[src/rtl/lc3b_dm_cache_pkg.sv]
// Shared LC-3b cache types.
//   lc3b_word / lc3b_mem_wmask : CPU-side word and byte-mask types
//   lc3b_c_line / lc3b_c_mask  : 128-bit pmem line and its 16-bit byte mask
//   lc3b_c_offset              : byte offset within a line
//   lc3b_cache_state           : cache controller states
//   word_byte_mask()           : places a 2-bit word byte mask into a line byte mask
package lc3b_types;

    typedef logic [15:0]  lc3b_word;
    typedef logic [1:0]   lc3b_mem_wmask;
    typedef logic [127:0] lc3b_c_line;
    typedef logic [15:0]  lc3b_c_mask;
    typedef logic [3:0]   lc3b_c_offset;

    typedef enum logic [1:0] {
        C_IDLE  = 2'b00,
        C_FILL  = 2'b01,
        C_WRITE = 2'b10
    } lc3b_cache_state;

    // Word w of a line owns bytes {2w+1, 2w}.
    function automatic lc3b_c_mask word_byte_mask(input logic [2:0] word_sel,
                                                  input lc3b_mem_wmask be);
        lc3b_c_mask m;
        m = 16'h0000;
        m[{word_sel, 1'b0} +: 2] = be;
        return m;
    endfunction

endpackage

[src/rtl/lc3b_dm_cache_array.sv]
// Valid/tag/line storage for the direct-mapped cache.
//   clk, rst_n      : clock, async active-low reset (clears valid bits only)
//   index_i         : set selected for both reads and writes
//   rd_valid_o/rd_tag_o/rd_line_o : combinational read of the selected set
//   line_we_i, line_tag_i, line_data_i : full-line fill, sets valid
//   word_we_i, word_sel_i, word_data_i, word_be_i : byte-masked word update
module lc3b_cache_array
    import lc3b_types::*;
#(
    parameter int NUM_SETS = 8,
    parameter int INDEX_W  = 3,
    parameter int TAG_W    = 9
) (
    input  logic               clk,
    input  logic               rst_n,
    input  logic [INDEX_W-1:0] index_i,
    output logic               rd_valid_o,
    output logic [TAG_W-1:0]   rd_tag_o,
    output logic [127:0]       rd_line_o,
    input  logic               line_we_i,
    input  logic [TAG_W-1:0]   line_tag_i,
    input  logic [127:0]       line_data_i,
    input  logic               word_we_i,
    input  logic [2:0]         word_sel_i,
    input  logic [15:0]        word_data_i,
    input  logic [1:0]         word_be_i
);

    logic [NUM_SETS-1:0] valid_q;
    logic [TAG_W-1:0]    tag_q  [NUM_SETS];
    lc3b_c_line          line_q [NUM_SETS];

    assign rd_valid_o = valid_q[index_i];
    assign rd_tag_o   = tag_q[index_i];
    assign rd_line_o  = line_q[index_i];

    // Valid bits: cleared asynchronously, set by a line fill.
    always_ff @(posedge clk or negedge rst_n) begin
        if (!rst_n) begin
            valid_q <= {NUM_SETS{1'b0}};
        end else if (line_we_i) begin
            valid_q[index_i] <= 1'b1;
        end
    end

    // Tag and line storage: not reset, a cleared valid bit masks stale contents.
    always_ff @(posedge clk) begin
        if (line_we_i) begin
            tag_q[index_i]  <= line_tag_i;
            line_q[index_i] <= line_data_i;
        end else if (word_we_i) begin
            if (word_be_i[0]) begin
                line_q[index_i][{word_sel_i, 4'h0} +: 8] <= word_data_i[7:0];
            end
            if (word_be_i[1]) begin
                line_q[index_i][{word_sel_i, 4'h8} +: 8] <= word_data_i[15:8];
            end
        end
    end

endmodule

[src/rtl/lc3b_dm_cache.sv]
// Direct-mapped, write-through, no-write-allocate cache between the LC-3b
// CPU word port and a 128-bit line memory.
//   CPU side : mem_read, mem_write, mem_byte_enable, mem_address, mem_wdata,
//              mem_rdata, mem_resp (read hits answer in the request cycle)
//   pmem side: pmem_read, pmem_write, pmem_address, pmem_wdata, pmem_wmask,
//              pmem_rdata, pmem_resp
//   stats    : stat_hits, stat_misses, live only when LC3B_CACHE_STATS_EN is
//              defined, otherwise tied to zero.
module lc3b_dm_cache
    import lc3b_types::*;
#(
    parameter int NUM_SETS = 8
) (
    input  logic         clk,
    input  logic         rst_n,
    input  logic         mem_read,
    input  logic         mem_write,
    input  logic [1:0]   mem_byte_enable,
    input  logic [15:0]  mem_address,
    input  logic [15:0]  mem_wdata,
    output logic [15:0]  mem_rdata,
    output logic         mem_resp,
    output logic         pmem_read,
    output logic         pmem_write,
    output logic [15:0]  pmem_address,
    output logic [127:0] pmem_wdata,
    output logic [15:0]  pmem_wmask,
    input  logic [127:0] pmem_rdata,
    input  logic         pmem_resp,
    output logic [15:0]  stat_hits,
    output logic [15:0]  stat_misses
);

    localparam int INDEX_W = $clog2(NUM_SETS);
    localparam int TAG_W   = 12 - INDEX_W;

    lc3b_cache_state      state_q;
    logic [INDEX_W-1:0]   index_s;
    logic [TAG_W-1:0]     tag_s;
    logic [2:0]           word_sel_s;
    logic [15:0]          line_addr_s;
    logic                 rd_valid_s;
    logic [TAG_W-1:0]     rd_tag_s;
    lc3b_c_line           rd_line_s;
    logic                 hit_s;
    logic                 read_hit_s;
    logic                 line_we_s;
    logic                 word_we_s;
    logic                 unused_addr_s;

    assign index_s       = mem_address[4 +: INDEX_W];
    assign tag_s         = mem_address[15 -: TAG_W];
    assign word_sel_s    = mem_address[3:1];
    assign line_addr_s   = {mem_address[15:4], 4'h0};
    assign unused_addr_s = mem_address[0];

    assign hit_s      = rd_valid_s && (rd_tag_s == tag_s);
    // A write takes priority over a simultaneous read.
    assign read_hit_s = (state_q == C_IDLE) && mem_read && !mem_write && hit_s;
    assign line_we_s  = (state_q == C_FILL) && pmem_resp;
    // Write-through updates the cached copy only if the line is present.
    assign word_we_s  = (state_q == C_WRITE) && pmem_resp && hit_s;

    lc3b_cache_array #(
        .NUM_SETS (NUM_SETS),
        .INDEX_W  (INDEX_W),
        .TAG_W    (TAG_W)
    ) u_array (
        .clk         (clk),
        .rst_n       (rst_n),
        .index_i     (index_s),
        .rd_valid_o  (rd_valid_s),
        .rd_tag_o    (rd_tag_s),
        .rd_line_o   (rd_line_s),
        .line_we_i   (line_we_s),
        .line_tag_i  (tag_s),
        .line_data_i (pmem_rdata),
        .word_we_i   (word_we_s),
        .word_sel_i  (word_sel_s),
        .word_data_i (mem_wdata),
        .word_be_i   (mem_byte_enable)
    );

    // Controller state; pmem_resp outside FILL/WRITE is ignored.
    always_ff @(posedge clk or negedge rst_n) begin
        if (!rst_n) begin
            state_q <= C_IDLE;
        end else begin
            case (state_q)
                C_IDLE: begin
                    if (mem_write) begin
                        state_q <= C_WRITE;
                    end else if (mem_read && !hit_s) begin
                        state_q <= C_FILL;
                    end else begin
                        state_q <= C_IDLE;
                    end
                end
                C_FILL: begin
                    if (pmem_resp) begin
                        state_q <= C_IDLE;
                    end else begin
                        state_q <= C_FILL;
                    end
                end
                C_WRITE: begin
                    if (pmem_resp) begin
                        state_q <= C_IDLE;
                    end else begin
                        state_q <= C_WRITE;
                    end
                end
                default: begin
                    state_q <= C_IDLE;
                end
            endcase
        end
    end

    // Output decode: everything is zero unless the current state qualifies it.
    always_comb begin
        mem_resp     = 1'b0;
        mem_rdata    = 16'h0000;
        pmem_read    = 1'b0;
        pmem_write   = 1'b0;
        pmem_address = 16'h0000;
        pmem_wdata   = 128'h0;
        pmem_wmask   = 16'h0000;
        case (state_q)
            C_IDLE: begin
                if (read_hit_s) begin
                    mem_resp  = 1'b1;
                    mem_rdata = rd_line_s[{word_sel_s, 4'h0} +: 16];
                end else begin
                    mem_resp  = 1'b0;
                end
            end
            C_FILL: begin
                pmem_read    = 1'b1;
                pmem_address = line_addr_s;
            end
            C_WRITE: begin
                pmem_write   = 1'b1;
                pmem_address = line_addr_s;
                pmem_wdata   = {8{mem_wdata}};
                pmem_wmask   = word_byte_mask(word_sel_s, mem_byte_enable);
                mem_resp     = pmem_resp;
            end
            default: begin
                mem_resp = 1'b0;
            end
        endcase
    end

`ifdef LC3B_CACHE_STATS_EN
    logic [15:0] hits_q;
    logic [15:0] misses_q;
    logic        just_filled_q;
    logic        fill_entry_s;

    assign fill_entry_s = (state_q == C_IDLE) && !mem_write && mem_read && !hit_s;

    // The response right after a fill completes a miss, so it is not a hit.
    always_ff @(posedge clk or negedge rst_n) begin
        if (!rst_n) begin
            hits_q        <= 16'h0000;
            misses_q      <= 16'h0000;
            just_filled_q <= 1'b0;
        end else begin
            just_filled_q <= line_we_s;
            if (read_hit_s && !just_filled_q && (hits_q != 16'hFFFF)) begin
                hits_q <= hits_q + 16'h0001;
            end
            if (fill_entry_s && (misses_q != 16'hFFFF)) begin
                misses_q <= misses_q + 16'h0001;
            end
        end
    end

    assign stat_hits   = hits_q;
    assign stat_misses = misses_q;
`else
    assign stat_hits   = 16'h0000;
    assign stat_misses = 16'h0000;
`endif

endmodule

[config.mk]
export PLATFORM = sky130hd
export DESIGN_NAME = lc3b_dm_cache
export DESIGN_NICKNAME = d
export VERILOG_FILES = /design/src/rtl/lc3b_dm_cache_pkg.sv /design/src/rtl/lc3b_dm_cache_array.sv /design/src/rtl/lc3b_dm_cache.sv
export SDC_FILE = /design/constraint.sdc
export NUM_CORES = 1
export LEC_CHECK = 0
export CAP_MARGIN = 5
export CORE_UTILIZATION = 55
export CTS_BUF_LIST = sky130_fd_sc_hd__clkbuf_2 sky130_fd_sc_hd__clkbuf_4 sky130_fd_sc_hd__clkbuf_8
export DETAILED_ROUTE_END_ITERATION = 10
export PLACE_DENSITY = 0.76
export SYNTH_ARGS = -nofsm -noshare
export SYNTH_HDL_FRONTEND = slang
export SYNTH_HIERARCHICAL = 1
export SYNTH_SLANG_ARGS = --single-unit
[constraint.sdc]
create_clock -name clk -period 6.5 [get_ports clk]
set_input_delay 1.95 -clock clk [delete_from_list [all_inputs] [get_ports clk]]
set_output_delay 1.95 -clock clk [all_outputs]
set_load 0.02 [all_outputs]
# After elaboration in Yosys (flattened, before gate mapping)
# Memory sizes are Yosys's and may differ from the RTL's.
# Index checks and enable logic that the tools add are counted.
totals:
  elab_cells: 574
  mem_count: 2
  mem_bits_rw: 1096
  output_inout_bits: 211
  inputBits: 167
  reg_bits: 10
mem_list:
  columns: ["memory", "depth", "width", "read_ports", "rd_clocked_by_memory_dff", "wr", "line_no", "text"]
  rows:
  - ["u_array.line_q", 8, 128, 1, 0, 1, "lc3b_dm_cache_array.sv:31", "lc3b_c_line line_q [NUM_SETS];"]
  - ["u_array.tag_q", 8, 9, 1, 0, 1, "lc3b_dm_cache_array.sv:30", "logic [TAG_W-1:0] tag_q [NUM_SETS];"]
op_classes:
  reduce_logical: 13
  addsub: 3
  bitwise_logic: 258
  n_lt_le_gt_ge: 2
  n_eq_ne: 3
  mux: 284
  n_shift: 7
op_table:
  columns: ["operator", "count"]
  rows:
  - ["$mux 128", 3]
  - ["$mux 1", 271]
  - ["$or 1x1->1", 256]
  - ["$shift 8x9->128 const A", 2]
  - ["$shiftx 8x9->128", 2]
  - ["$shiftx 128x8->16", 1]
  - ["$mux 16", 4]
  - ["$neg 7->9", 2]
  - ["$and 16x16->16", 1]
  - ["$shift 2x6->16 const A", 1]
  - ["$shiftx 2x6->16", 1]
  - ["$eq 9x9->1", 1]
  - ["$logic_and 1x1->1", 9]
  - ["$or 8x8->8", 1]
  - ["$neg 4->6", 1]
  - ["$pmux 2 s3", 1]
  - ["$lt 3x4->1 const B", 1]
  - ["$mux 2", 2]
  - ["$bmux 1 s3", 1]
  - ["$demux 1 s3", 1]
  - ["$ge 3x1->1 const B", 1]
  - ["$eq 2x1->1 const B", 1]
  - ["$eq 2x2->1 const B", 1]
  - ["$logic_not 1->1", 2]
  - ["3 further kinds", 3]

# Depth between registers and ports, before layout
# Gate-level depths: netlist of the first run.
logic_depth:
  depth_word: 9
  depth_mapped: 15
  mapped_depth_nobuf: 9

# Cells and area by module
# Netlist of the first run, hierarchy kept.
by_module_without_submodules:
  columns: ["module", "area_per_inst_um2", "cells_per_inst", "n_inst"]
  rows:
  - ["lc3b_cache_array", 44819.2, 2041, 1]
  - ["lc3b_dm_cache", 2859.0, 340, 1]

# Worst setup path after synthesis of the first run
# No wires, ideal clock.
synth_path:
  kind: "input to output"
  start: "input port mem_address[5]"
  end: "output port mem_rdata[10]"
  setup_slack_ns: 0.229
  arrival_ns: 4.321
  path_stages: 10
  t_required_ns: 4.550
  path_buffers: 4
  path_cell_list: "clkbuf_1 -> buf_2 -> buf_1 -> mux4_2 -> mux2_2 -> xor2_1 -> nor4_4 -> nand4b_4 -> buf_6 -> a21oi_2"
synth_between:
  elab_chain_cells: 6
  word_cells_on_any_way: 10
  classes_between: "eq/ne: 1; shift: 1; mux: 4; reduce/logical: 2; memory: 2"
synth_rtl:
  columns: ["element", "line_no", "text"]
  rows:
  - ["from (decl)", "lc3b_dm_cache.sv:19", "input logic [15:0] mem_address,"]
  - ["$mem_v2 8x9", null, null]
  - ["via rd_tag_s[8]", "lc3b_dm_cache.sv:43", "logic [TAG_W-1:0] rd_tag_s;"]
  - ["$eq 9x9->1", "lc3b_dm_cache.sv:57", "assign hit_s = rd_valid_s && (rd_tag_s == tag_s);"]
  - ["$logic_and 1x1->1", "lc3b_dm_cache.sv:57", null]
  - ["$logic_and 1x1->1", "lc3b_dm_cache.sv:59", "assign read_hit_s = (state_q == C_IDLE) && mem_read && !mem_write && hit_s;"]
  - ["$mux 16", "lc3b_dm_cache.sv:131", "if (read_hit_s) begin"]
  - ["$mux 16", "lc3b_dm_cache.sv:129", "case (state_q)"]
  - ["to (decl)", "lc3b_dm_cache.sv:21", "output logic [15:0] mem_rdata,"]
# The timed path passes the listed nets, and every way through them passes these cells. The select of a mux whose other input is x is not followed.

# Worst setup path in the final report of the first run
layout_path:
  start: "input port mem_address[4]"
  end: "output port mem_rdata[8]"
layout_between:
  word_cells_on_any_way: 10
  classes_between: "eq/ne: 1; shift: 1; mux: 4; reduce/logical: 2; memory: 2"
layout_rtl:
  columns: ["element", "line_no", "text"]
  rows:
  - ["$mem_v2 8x128", null, null]
  - ["via rd_line_s[120]", "lc3b_dm_cache.sv:44", "lc3b_c_line rd_line_s;"]
  - ["$shiftx 128x8->16", "lc3b_dm_cache.sv:133", "mem_rdata = rd_line_s[{word_sel_s, 4'h0} +: 16];"]
  - ["$mux 16", "lc3b_dm_cache.sv:131", null]
  - ["$mux 16", "lc3b_dm_cache.sv:129", null]
# The timed path passes the listed nets, and every way through them passes these cells. The select of a mux whose other input is x is not followed.

==> results.txt, run 1 <==
Status: completed
Non-Filler Instances: 4069
Nets: 2979
Final Setup Violations: 0
CP startpoint kind: input pin
VDD IR max: 0.192 mV
CTS Buf Count: 161
Synth top area share: 69.0%
Synth Register Bits: 1106
Hold depth: 1
Row count: 107
Die X: 296 µm
Placeable Area: 85500 µm²
Register area: 33200 µm²
Synthesized area per cell: 20.0 µm²
1st-pass router iterations: 6
Worst Path Buf+Inv: 5
Worst r2r path cells: 11
Multi-input gate area: 12700 µm²
P&R area growth vs syn: 16.3%
Initial DRC Count: 3002
Final WS setup: 0.0209 ns
Adder-cell share of the synthesized area: 0.341%
FFs w/ async S/R, synth: 0.904%
TritonCTS clock tree: done
Fmax: 154 MHz
WL/cell: 29.9 µm
Placed Cells incl. Taps: 3772
Post-route ant nets: 0
Post-Synth XOR/XNOR Area: 0.165%
Ys Warns: 6
CP max FO: 11
Hold path startpoint: u_array/valid_q[3]
Gpl congestion: 0.865
Largest net degree at the start of global routing: 52
First-pass GRT wire length: 171000 µm
Pwr dens: 283 nW/µm²
Crit path largest cell delay: 0.56 ns
Ratio of cells with drive above 1 in the final layout: 31.3%
HPWL Detailed: 84100 µm
Via count: 25300
Total of max-cap violations: 0
Relative slew slack: 24.6%
Critical R2R Launch: u_array/tag_q[0][4]
Mapped Area: 47700 µm²
Leading area contributor after synthesis: edfxtp_1
Synthesized instance count: 2381
Routed vias/inst: 6.22
Worst EP arrival: 4.53 ns
Mux cell area share after synthesis: 21.2%
Worst-Margin Slew: 1.13 ns
Compound-gate portion of the synthesized area: 0.840%
DR DRC count: 0
Worst-path clk slew: 0.06 ns
CP required: 4.55 ns
Tot Pwr: 15.7 mW
Dpl ws: -0.433 ns
# fillers: 5459
Seq/Total Area, Yosys: 69.6%
Largest family of logic cells by synthesized area: multiplexers
GRT Util Overall: 28.0%
Crit. End Element: output pin
Clk Latency, worst-skew pair: 0.81 ns
H-tree depth: 4
Tmin final: 6.48 ns
Most common cell in the netlist: edfxtp_1
CP max-delay cell: mux4_1
Simple-gate share of the synthesized area: 3.84%
Distinct cells, synth: 56
Initial antenna violation count: 9
Worst path cell trace: buf_16, bufbuf_16, buf_4, buf_4, mux4_1, mux2_2, mux4_2, nand2_1, a21oi_2, clkdlybuf4s15_2
Synth area leaders: edfxtp_1, mux4_2, mux2_2
Ys flop type: edfxtp_1
Vias in the first global route: 24900
# clock sinks: 1106
Tcrit/Tclk final: 99.7%
Commonest cells post-synth: edfxtp_1, mux2_2, mux4_2
Largest delay share family, worst path: multiplexers
Endpoints failing hold: 0
Critical setup path kind: input pin to output pin
Ports: 378
Reg2Reg Setup Slack: 1.83 ns
Root Buffer: clkbuf_8
Clock skew: 0.0222 ns
PortBufs: 340
Critical Path Most Common Cell: buf_4
Die area: 87900 µm²
Drt total wl: 122000 µm
Final Max Tran Viols: 0
FF-to-FF End: u_array/line_q[4][64]
Initial Util: 55.7%
Hold crit path type: flop to flop
# hold bufs at CTS: 0
Post-synth EDFFs: 1096
Total gr overflow: 0
Clock Tree Buf Depth: 3
Setup TNS: 0 ns
Worst Hold Path EP: u_array/valid_q[3]
Leakage: 18.3 nW
Die H: 296 µm
==> worst max path at each step <==
| stage | startpoint | slack (ns) | depth (start not counted) | end |
|---|---|---|---|---|
| 3_5_place_dp | mem_address[4] | -0.43 | 10 | mem_rdata[11] |
| 3_3_place_gp | mem_address[4] | -0.40 | 10 | mem_rdata[11] |
| 6_report | mem_address[4] | 0.02 | 10 | mem_rdata[8] |
| 2_1_floorplan | mem_address[5] | 0.23 | 10 | mem_rdata[10] |
| 4_1_cts | mem_address[4] | -0.002 | 9 | mem_rdata[6] |
| 5_1_grt | mem_address[4] | -0.02 | 10 | mem_rdata[8] |
==> state kept, by name, indices dropped and copies added, names as in the netlist <==
| signal | flops |
|---|---|
| state_q | 2 |
| u_array/line_q | 1024 |
| u_array/tag_q | 72 |
| u_array/valid_q | 8 |
==> cell families after synthesis <==
kind of cell    count (synthesis)
flops                        1106
simple gates                  360
xor+xnor                        9
compound gates                 54
other cells                     1
fa+ha+maj                      13
buf+inv                       280
mux                           558
==> per-layer routing <==
metal | wire (µm) | global-route usage (%)
met1 | 46100 | 39.2
met5 | 34 | 0
met3 | 13000 | 6.13
met2 | 57900 | 43.0
met4 | 4710 | 11.6
==> per-stage QoR <==
| step | hold slack, ns | util, % | area [µm²] |
|---|---|---|---|
| 6_report | 0.469 | 64.8 | 55500 |
| 5_1_grt | 0.491 | 64.8 | 55400 |
| 4_1_cts | 0.471 | 64.8 | 55400 |
| 3_5_place_dp | 0.458 | 60.9 | 52100 |
| 3_3_place_gp | 0.445 | 60.9 | 52100 |
| 2_1_floorplan | 0.430 | - | 47800 |
==> layout by cell type, fill, tap and decap left out, types with 7 or more instances in the layout <==
cell             netlist  final
a21oi_1               14     12
a21oi_2                9     10
a22o_1                 8      8
and2_1                68     68
and3_1                18     18
buf_12                 2     24
buf_2                 34      8
buf_4                151    121
clkbuf_4               0     46
clkbuf_8               0    163
clkdlybuf4s50_1        0    318
clkinv_1               2     44
clkinv_2               0     11
conb_1                 1     36
dfrtp_1               10     10
edfxtp_1            1096   1096
ha_1                  13     13
inv_1                  7      7
mux2_1                 8      8
mux2_2               242    242
mux4_1                91     91
mux4_2               217    217
nand2_1               62     59
nor2_1               148    148
o21ai_0                8      8
or2_2                  8      8
==> what timing repair did <==
item                                   CTS  global route
gates resized for setup                 58             5
gates cloned                             2             1
endpoints found under the hold margin    0             0
pin swaps                                0             0
setup endpoints to repair               17            14
buffers inserted                         5             0
==> report_power, final <==
part	switching (mW)	internal, mW
Clock	2.56	2.86
Combinational	1.26	0.995
Sequential	0.0361	7.98
Total	3.85	11.8
==> layout make-up <==
type | count | share of cell area (%)
multi-input cells | 1030 | 23.0
flip-flops and latches | 1106 | 59.8
clock buffers | 209 | 4.67
clock inverters | 76 | 1.00
well taps | 1144 | 2.58
diodes | 4 | 0.0181
repair buffers | 491 | 8.89
inverters | 9 | 0.0609
Power figures use the tool's default switching activity.
==> run 2, diff against run 1 <==
Settings changed: CAP_MARGIN 5 to 20, CORE_MARGIN from default to 3.
==> run 2 against run 1 <==
Net effect:
- power up 0.78%
- critical path depth rose by 1
- setup slack better by 0.0051 ns
- sequential power barely moved
- final area increased by 0.80%
- critical path type unchanged
- critical endpoint is now mem_rdata[15]
- highest routed layer unchanged
==> results.txt, run 2 (synthesis results as in run 1) <==
Routed vias/inst: 6.23
GRT Util Overall: 27.7%
Worst Hold Path EP: u_array/valid_q[2]
Die H: 300 µm
Initial DRC Count: 2910
Vias in the first global route: 26000
Initial Util: 55.7%
PortBufs: 340
1st-pass router iterations: 6
Worst path cell trace: buf_16, buf_16, buf_4, buf_16, mux4_2, mux2_2, mux4_2, nand2_1, a21oi_1, buf_4, buf_4
CP max FO: 18
Reg2Reg Setup Slack: 2.09 ns
# hold bufs at CTS: 0
Clk Latency, worst-skew pair: 0.83 ns
Initial antenna violation count: 9
Worst EP arrival: 4.52 ns
Most frequent cells in the layout: edfxtp_1, clkdlybuf4s50_1, mux2_2
Clock skew: 0.0511 ns
Largest reg by FF count: u_array/line_q
TritonCTS clock tree: done
Post-route ant nets: 0
WL/cell: 30.2 µm
Tcrit/Tclk final: 99.6%
Total of max-cap violations: 0
Ports: 378
Hold crit path type: flop to flop
# fillers: 5472
CP startpoint kind: input pin
Leakage: 18.6 nW
Final Max Tran Viols: 0
Crit. End Element: output pin
DR DRC count: 0
Critical setup path kind: input pin to output pin
Clock Tree Buf Depth: 3
Top flop regs: u_array/line_q: 1024 flops, u_array/tag_q: 72 flops, u_array/valid_q: 8 flops
Critical R2R Launch: u_array/tag_q[7][8]
CP max-delay cell: mux4_2
Status: completed
CTS Buf Count: 167
H-tree depth: 4
Worst-Margin Slew: 1.10 ns
FF-to-FF End: u_array/line_q[7][20]
Root Buffer: clkbuf_8
Nets: 3009
Gpl congestion: 0.844
HPWL Detailed: 84800 µm
Endpoints failing hold: 0
Register area: 33200 µm²
Finished Core Util: 65.3%
Leading cell type in the layout, fill and taps excluded: edfxtp_1
# clock sinks: 1106
Worst hold slack: 0.465 ns
Setup TNS: 0 ns
CP required: 4.55 ns
Total gr overflow: 0
Crit path largest cell delay: 0.53 ns
Fmax: 154 MHz
Final Setup Violations: 0
Die X: 300 µm
Largest net degree at the start of global routing: 52
P&R area growth vs syn: 17.2%
Hold depth: 1
Placeable Area: 85500 µm²
Tot Pwr: 15.8 mW
Pwr dens: 283 nW/µm²
Hold path startpoint: u_array/valid_q[2]
Worst-path clk slew: 0.06 ns
Ratio of cells with drive above 1 in the final layout: 32.2%
First-pass GRT wire length: 178000 µm
Relative slew slack: 26.8%
Max FFs per register: 1024
Tmin final: 6.47 ns
Multi-input gate area: 12700 µm²
Worst r2r path cells: 12
VDD IR max: 0.217 mV
Drt total wl: 124000 µm
Die area: 90300 µm²
Via count: 25600
Row count: 107
[run 2: per-stage QoR]
step,setup slack [ns],instance area (µm²),std cells
after CTS,-0.00122,55800,4087
after global routing,-0.000667,55900,4101
final,0.0260,55900,4103
after floorplan,0.229,47800,2416
after global placement,-0.396,52300,3787
after detailed placement,-0.431,52300,3787
[run 2: power breakdown]
| group | internal [mW] | switching (mW) | total [mW] |
|---|---|---|---|
| clock network | 2.91 | 2.60 | 5.50 |
| logic | 1.01 | 1.28 | 2.29 |
| registers | 7.98 | 0.0351 | 8.01 |
| total | 11.9 | 3.91 | 15.8 |
[run 2: worst max-delay path by stage]
stage,slack (ns),depth (start not counted),startpoint,end
floorplan,0.23,10,mem_address[5],mem_rdata[10]
global placement,-0.40,10,mem_address[4],mem_rdata[9]
detailed placement,-0.43,10,mem_address[4],mem_rdata[11]
CTS,-0.001,10,mem_address[4],mem_rdata[14]
global route,-0.0007,11,mem_address[4],mem_rdata[9]
finish,0.03,11,mem_address[4],mem_rdata[15]
[run 2: layout make-up]
class,instances,share of cell area (%)
Sequential cell,1106,59.3
Multi-Input combinational cell,1030,22.8
Timing Repair Buffer,515,9.49
Clock buffer,223,4.91
Tap cell,1144,2.56
Clock inverter,69,0.815
Inverter,9,0.0604
Antenna cell,7,0.0313
[run 2: what timing repair did]
action	4_1_cts	5_1_grt
resized for setup	69	23
endpoints found under the setup margin	17	15
buffers inserted	3	9
hold endpoints to repair	0	0
pin swaps	0	0
gates cloned	5	0
[run 2: critical path: cells and delay by family]
family,cells,cell delay [ns]
AND/OR/NAND/NOR,1,0.10
buffers and inverters,6,1.00
multiplexers,3,1.36
AO/OA/AOI/OAI,1,0.07
[run 2: per-layer routing]
metal  wire (µm)  global-route usage [%]  up-vias
li1            -                       -    10500
met1       47000                    38.6    13200
met2       57800                    41.6     1653
met3       14500                    8.44      297
met4        4720                    10.7        2
met5          13                       0        -
